--- src/rtl/mtm_alu_packer.sv ---
// Output-side frame builder: captures one ALU result or error report, runs a
// bit-serial CRC-3 over the data message and hands a 55-bit frame to the serializer.
module mtm_alu_packer #(
  parameter int HOLD_DATA = 60,
  parameter int HOLD_ERR  = 16
) (
  input  logic        clk,
  input  logic        rst,
  input  logic        in_valid,
  output logic        in_ready,
  input  logic [31:0] c,
  input  logic [3:0]  flags,
  input  logic [2:0]  err_flags,
  output logic [54:0] aluin,
  output logic        dataready
);

  localparam int CNT_W = 16;

  typedef enum logic [1:0] {
    IDLE = 2'd0,
    CRC  = 2'd1,
    EMIT = 2'd2,
    HOLD = 2'd3
  } state_t;

  state_t           state;
  logic [31:0]      c_q;
  logic [3:0]       flags_q;
  logic [2:0]       crc_q;
  logic [5:0]       idx;
  logic [CNT_W-1:0] hold_cnt;
  logic             is_err;

  logic [36:0] msg;
  logic        msg_bit;
  logic        fb;
  logic [2:0]  crc_nxt;

  function automatic logic [10:0] packet(input logic is_ctl, input logic [7:0] payload);
    return {1'b0, is_ctl, payload, 1'b1};
  endfunction

  // Parity bit that makes the 8-bit error payload even.
  function automatic logic even_parity7(input logic [6:0] bits);
    return ^bits;
  endfunction

  function automatic logic [54:0] data_frame(input logic [31:0] cv, input logic [3:0] fv,
                                             input logic [2:0] crc);
    return {packet(1'b0, cv[31:24]), packet(1'b0, cv[23:16]),
            packet(1'b0, cv[15:8]),  packet(1'b0, cv[7:0]),
            packet(1'b1, {1'b0, fv, crc})};
  endfunction

  function automatic logic [54:0] err_frame(input logic [2:0] ev);
    logic [6:0] head;
    head = {1'b1, ev, ev};
    return {44'd0, packet(1'b1, {head, even_parity7(head)})};
  endfunction

  always_comb begin
    msg     = {c_q, 1'b0, flags_q};
    msg_bit = msg[idx];
    fb      = crc_q[2] ^ msg_bit;
    crc_nxt = {crc_q[1], crc_q[0] ^ fb, fb};
  end

  always_ff @(posedge clk) begin
    if (rst) begin
      state     <= IDLE;
      c_q       <= 32'd0;
      flags_q   <= 4'd0;
      crc_q     <= 3'd0;
      idx       <= 6'd0;
      hold_cnt  <= '0;
      is_err    <= 1'b0;
      in_ready  <= 1'b0;
      aluin     <= 55'd0;
      dataready <= 1'b0;
    end else begin
      case (state)
        IDLE: begin
          if (in_valid && in_ready) begin
            in_ready <= 1'b0;
            if (err_flags != 3'd0) begin
              is_err    <= 1'b1;
              aluin     <= err_frame(err_flags);
              dataready <= 1'b1;
              state     <= EMIT;
            end else begin
              is_err  <= 1'b0;
              c_q     <= c;
              flags_q <= flags;
              crc_q   <= 3'd0;
              idx     <= 6'd36;
              state   <= CRC;
            end
          end else begin
            in_ready <= 1'b1;
          end
        end
        // Last shift feeds the frame directly so EMIT lands one cycle after index 0.
        CRC: begin
          crc_q <= crc_nxt;
          if (idx == 6'd0) begin
            aluin     <= data_frame(c_q, flags_q, crc_nxt);
            dataready <= 1'b1;
            state     <= EMIT;
          end else begin
            idx <= idx - 6'd1;
          end
        end
        // Counter is preloaded one short so in_ready is already high HOLD_x cycles after EMIT.
        EMIT: begin
          dataready <= 1'b0;
          hold_cnt  <= is_err ? CNT_W'(HOLD_ERR - 1) : CNT_W'(HOLD_DATA - 1);
          state     <= HOLD;
        end
        HOLD: begin
          if (hold_cnt <= CNT_W'(1)) begin
            hold_cnt <= '0;
            in_ready <= 1'b1;
            state    <= IDLE;
          end else begin
            hold_cnt <= hold_cnt - CNT_W'(1);
          end
        end
        default: begin
          dataready <= 1'b0;
          in_ready  <= 1'b0;
          state     <= IDLE;
        end
      endcase
    end
  end

endmodule

--- config.mk ---
export PLATFORM = sky130hd
export DESIGN_NAME = mtm_alu_packer
export DESIGN_NICKNAME = d
export VERILOG_FILES = /design/src/rtl/mtm_alu_packer.sv
export SDC_FILE = /design/constraint.sdc
export NUM_CORES = 1
export LEC_CHECK = 0
export BUFFER_PORTS_ARGS = -buffer_cell sky130_fd_sc_hd__buf_2
export CAP_MARGIN = 25
export CORE_UTILIZATION = 47
export CTS_CLUSTER_SIZE = 30
export DETAILED_ROUTE_END_ITERATION = 10
export GPL_TIMING_DRIVEN = 0
export PLACE_DENSITY = 0.8
export SKIP_CTS_REPAIR_TIMING = 1
export SYNTH_ARGS = -nofsm -noshare
export SYNTH_HDL_FRONTEND = slang
export SYNTH_SLANG_ARGS = --single-unit
--- constraint.sdc ---
create_clock -name clk -period 6 [get_ports clk]
set_input_delay 1.5 -clock clk [delete_from_list [all_inputs] [get_ports clk]]
set_output_delay 1.5 -clock clk [all_outputs]
set_load 0.005 [all_outputs]
Word level (Yosys, flattened, before mapping)
Cells that the tools add are included.
Word-level totals
  register bits: 121
  output and inout bits: 57
  input port bits: 42
  logic and storage cells: 72
Operators by class
  reductions and logical operators: 17
  add/subtract/negate cells: 2
  equality and inequality tests: 9
  order comparisons: 2
  mux-type cells: 29
  bitwise gates (word level): 3
Operators by type and width (number)
  $mux 55: 3
  $pmux 55 s2: 1
  $pmux 16 s2: 1
  $mux 6: 4
  $le 16x1->1 const B: 1
  $mux 16: 1
  $sub 16x1->16 const B: 1
  $ne 2x2->1 const B: 6
  $pmux 6 s2: 1
  $reduce_and 4->1: 3
  $reduce_and 3->1: 3
  $mux 2: 4
  $pmux 2 s4: 1
  $lt 6x7->1 const B: 1
  $mux 1: 7
  $reduce_xor 7->1: 1
  $bmux 1 s6: 1
  $logic_not 6->1: 1
  $mux 3: 2
  $pmux 3 s2: 1
  $reduce_bool 2->1: 3
  $reduce_bool 3->1: 2
  $sub 6x1->6 const B: 1
  $eq 2x2->1 const B: 2
  8 further kinds: 10

Logic depth before layout (Yosys ltp)
  word-level depth: 6
  depth in mapped cells: 10
  depth with buffers taken out: 9

Worst setup path after synthesis
OpenSTA, ideal clock, no wires.
  kind: input port to flip-flop
  start point: input err_flags[2]
  end point: register aluin[40]
  data arrival time: 2.740 ns
  path slack: 3.195 ns
  stages: 7
  buffers on the path: 2
  setup time: 0.065 ns
  data required time: 5.935 ns
  cells stage by stage: nor3_1 o21ai_0 nand2_1 clkbuf_1 clkbuf_1 a22oi_1 nor2_1
On the way
  cells in the longest elaborated chain, start to end: 3
RTL lines
  start: declaration: RTL line 13  | input logic [2:0] err_flags,
  $reduce_bool 3->1: RTL line 86  | if (err_flags != 3'd0) begin
  $ne 2x2->1 (no source line)
  $reduce_and 4->1 (no source line)
  end signal: assignment: RTL line 88  | aluin <= err_frame(err_flags);
  end signal: assignment: RTL line 107  | aluin <= data_frame(c_q, flags_q, crc_nxt);
  end: declaration: RTL line 14  | output logic [54:0] aluin,
Every way passes these cells.
A chain may end at the register's enable or synchronous reset.

Final worst setup path
  start point: input err_flags[2]
  end point: register aluin[47]
The elaborated chain is that of the path after synthesis.

==> flow_metrics.py <==
metrics = {
    "run_status": {
        "status": "completed",
    },
    "logic_synthesis": {
        "synth_adder_area_share_pct": 2.323,
        "synth_edf_count": 0,
        "synth-xor-area-share_pct": 0.5419,
        "synth_compound_area_share_pct": 19.56,
        "synth.distinct_cells": 49,
        "ys_seq_elements": 108,
        "syn_area_per_cell_um2": 8.190,
        "synth_mux_area_share_pct": 4.103,
        "synth_top_area_share_pct": 44.59,
        "yosysWarnings": 0,
        "synth.cell_area_mm2": 0.004848,
        "async_flop_share_pct": 0,
        "synth_top_cell_by_area": "dfxtp_1",
        "postSynthCellCount": 592,
        "synth-simple-area-share_pct": 22.09,
        "synth_area_leaders": "dfxtp_1 45%, nand2_1 7.0%, a21oi_1 6.5%",
        "synth.yosys.seq_area_share_pct": 44.59,
        "synth_top_family_by_area": "simple AND/OR/NAND/NOR gates",
        "yosys_most_used_dff": "dfxtp_1",
    },
    "worst_setup_path": {
        "cp_num_buf_inv": 3,
        "required_ps": 6320,
        "path_cells": "buf_2 > nor3_1 > o21ai_0 > nand2_1 > clkbuf_1 > clkbuf_1 > a22oi_1 > nor2_1",
        "ff2ff_path_depth": 10,
        "critical_path.top_delay_family": "buffers and inverters",
        "start_kind": "primary input",
        "crit_path_frequent_cell": "clkbuf_1",
        "cp_max_fo": 10,
        "arrival_ps": 3510,
        "end_kind": "flop",
        "slowest_stage": "clkbuf_1",
        "crit_type": "primary input to flop",
        "slowest_delay_ps": 440,
        "crit_cells": 8,
    },
    "clock_network": {
        "cts_tree": "yes",
        "cts_buffers": 9,
        "h-tree-depth": 3,
        "clk_latency_ps": 380,
        "clkTransAtPathRegs_ps": 110,
        "numClockSinks": 108,
        "cts-root-buf": "clkbuf_8",
        "cts_max_path_buffers": 2,
    },
    "placed_design": {
        "placed_cell_area_mm2": 0.005485,
        "post-dp-hpwl_mm": 9.237,
        "portBuffers": 88,
        "place_congestion": 0.9453,
    },
    "timing": {
        "tightest_slew_ps": 646.9,
        "rsz0062_at_grt": "false",
        "slew_violations": 0,
        "finalSetupViolCount": 0,
        "skew_ps": 13.08,
        "finalHoldViolCount": 0,
        "timing.fmax_ghz": 0.3144,
        "relSlewSlack_pct": 56.87,
        "post-route-min-period_ps": 3181,
        "period_share_pct": 53.02,
        "final.setup.tns_ps": 0,
    },
    "die": {
        "fp.dieArea_mm2": 0.01073,
        "rows": 36,
        "ios": 99,
        "initial_utilization_pct": 49.15,
        "coreArea_mm2": 0.009864,
        "die_y_um": 103.6,
        "die_w_um": 103.6,
    },
    "drt": {
        "met2WireLength_mm": 5.962,
        "num_vias": 4593,
        "via_per_inst": 5.487,
        "drtPass1Iterations": 5,
        "drc": 0,
        "wl_per_cell_um": 14.97,
        "antenna_left": 0,
        "drt_iter0_drc": 367,
        "wl_met3_um": 807,
        "drt-met1-wl_mm": 5.544,
        "finalWirelength_mm": 12.53,
        "highest_layer": "met4",
    },
    "grt": {
        "grt_pass1_vias": 4401,
        "track_usage_pct": 23.56,
        "grt_max_degree": 21,
        "grt.overflow.total": 0,
        "antenna_found_initial": 0,
        "grt_pass1_wl_mm": 20.54,
    },
    "cells_and_area": {
        "antenna_cells": 0,
        "area_growth_pct": 17.03,
        "final_cell_area_mm2": 0.005674,
        "final_net_count": 750,
        "final_cell_mix": "108 x dfxtp_1, 96 x buf_2, 91 x nand2_1, 83 x nor2_1, 63 x a21oi_1",
        "layout_commonest_cell": "dfxtp_1",
        "fillCellCount": 922,
        "drive_gt1_share_pct": 20.17,
    },
    "power": {
        "p_per_area_mw_per_mm2": 371.4,
        "ir_drop_uv": 167.1,
        "power_leakage_nw": 2.249,
    },
    "hold_path": {
        "holdCritPathClass": "flop to flop",
        "hold_depth": 2,
    },
    "run": {
        "drv_cap": 0,
    },
}
[cell type report]
class | instances | area [µm²] | share of cell area [%]
repair buffers | 88 | 440.4 | 7.762
plain buffers | 54 | 284.0 | 5.006
clock buffers | 9 | 123.9 | 2.183
clock inverters | 7 | 65.06 | 1.147
well taps | 133 | 166.4 | 2.933
inverters | 11 | 41.29 | 0.7277
multi-input cells | 427 | 2391 | 42.14
flip-flops and latches | 108 | 2162 | 38.10
[through the flow]
step / std cells / hold slack, ps / power (mW) / utilization (%) / setup slack (ps)
final: 837 / 480.6 / 2.107 / 57.52 / 2819
after global routing: 837 / 507.3 / 2.247 / 57.52 / 2672
after CTS: 837 / 480.3 / 2.105 / 57.52 / 2901
after detailed placement: 821 / 464.7 / 1.677 / 55.61 / 2520
after global placement: 821 / 457.9 / 1.640 / 55.61 / 2608
after floorplan: 600 / 444.9 / 1.455 / - / 3195
[Yosys cell counts, types with 8 or more instances]
| cell | n |
|---|---|
| dfxtp_1 | 108 |
| nand2_1 | 91 |
| nor2_1 | 83 |
| a21oi_1 | 63 |
| a22oi_1 | 37 |
| clkbuf_1 | 27 |
| nor3_1 | 21 |
| o21ai_0 | 15 |
| buf_4 | 14 |
| mux2i_1 | 12 |
| nand3_1 | 12 |
| inv_1 | 11 |
| a211oi_1 | 9 |
| a311oi_1 | 9 |
| ha_1 | 9 |
| buf_2 | 8 |
[metal layers]
metal  vias to the layer above  track usage (%)
li1                       2250                -
met1                      2146            30.08
met2                       177            38.88
met3                        20            5.538
met4                         0            8.178
met5                         -                0
[sequential cells by signal, summed over array words and instances, names as in the netlist]
signal     count
aluin         42
c_q           32
hold_cnt      16
idx            6
flags_q        4
crc_q          3
state          2
dataready      1
in_ready       1
is_err         1
[report_power, final]
part	leakage, nW	total (mW)	internal, mW	switching [mW]
sequential	0.874	0.848	0.787	0.0610
combinational	1.28	0.824	0.295	0.529
clock	0.0999	0.435	0.163	0.272
[worst min-delay path, cell delays in order, from the launching register on]
cell and delay [ps]:
dfxtp_1 340, nand2_1 60, a21oi_1 50
[worst paths after layout]
| kind | slack (ps) | from | to |
|---|---|---|---|
| worst max-delay path | 2820 | err_flags[2] | aluin[47] |
| worst min-delay path | 480 | c_q[15] | c_q[15] |
| worst max register to register | 3310 | idx[0] | aluin[47] |
| worst min register to register | 480 | c_q[15] | c_q[15] |
[kinds of logic after synthesis]
group / count (synthesis)
AOI/OAI and AO/OA: 149
xor gates and xnor gates: 3
muxes: 16
DFF: 108
other: 1
adders and majority gates: 9
and+or+nand+nor: 241
buffers and inverters: 65
Note: power is estimated with default switching activity, not from simulation.
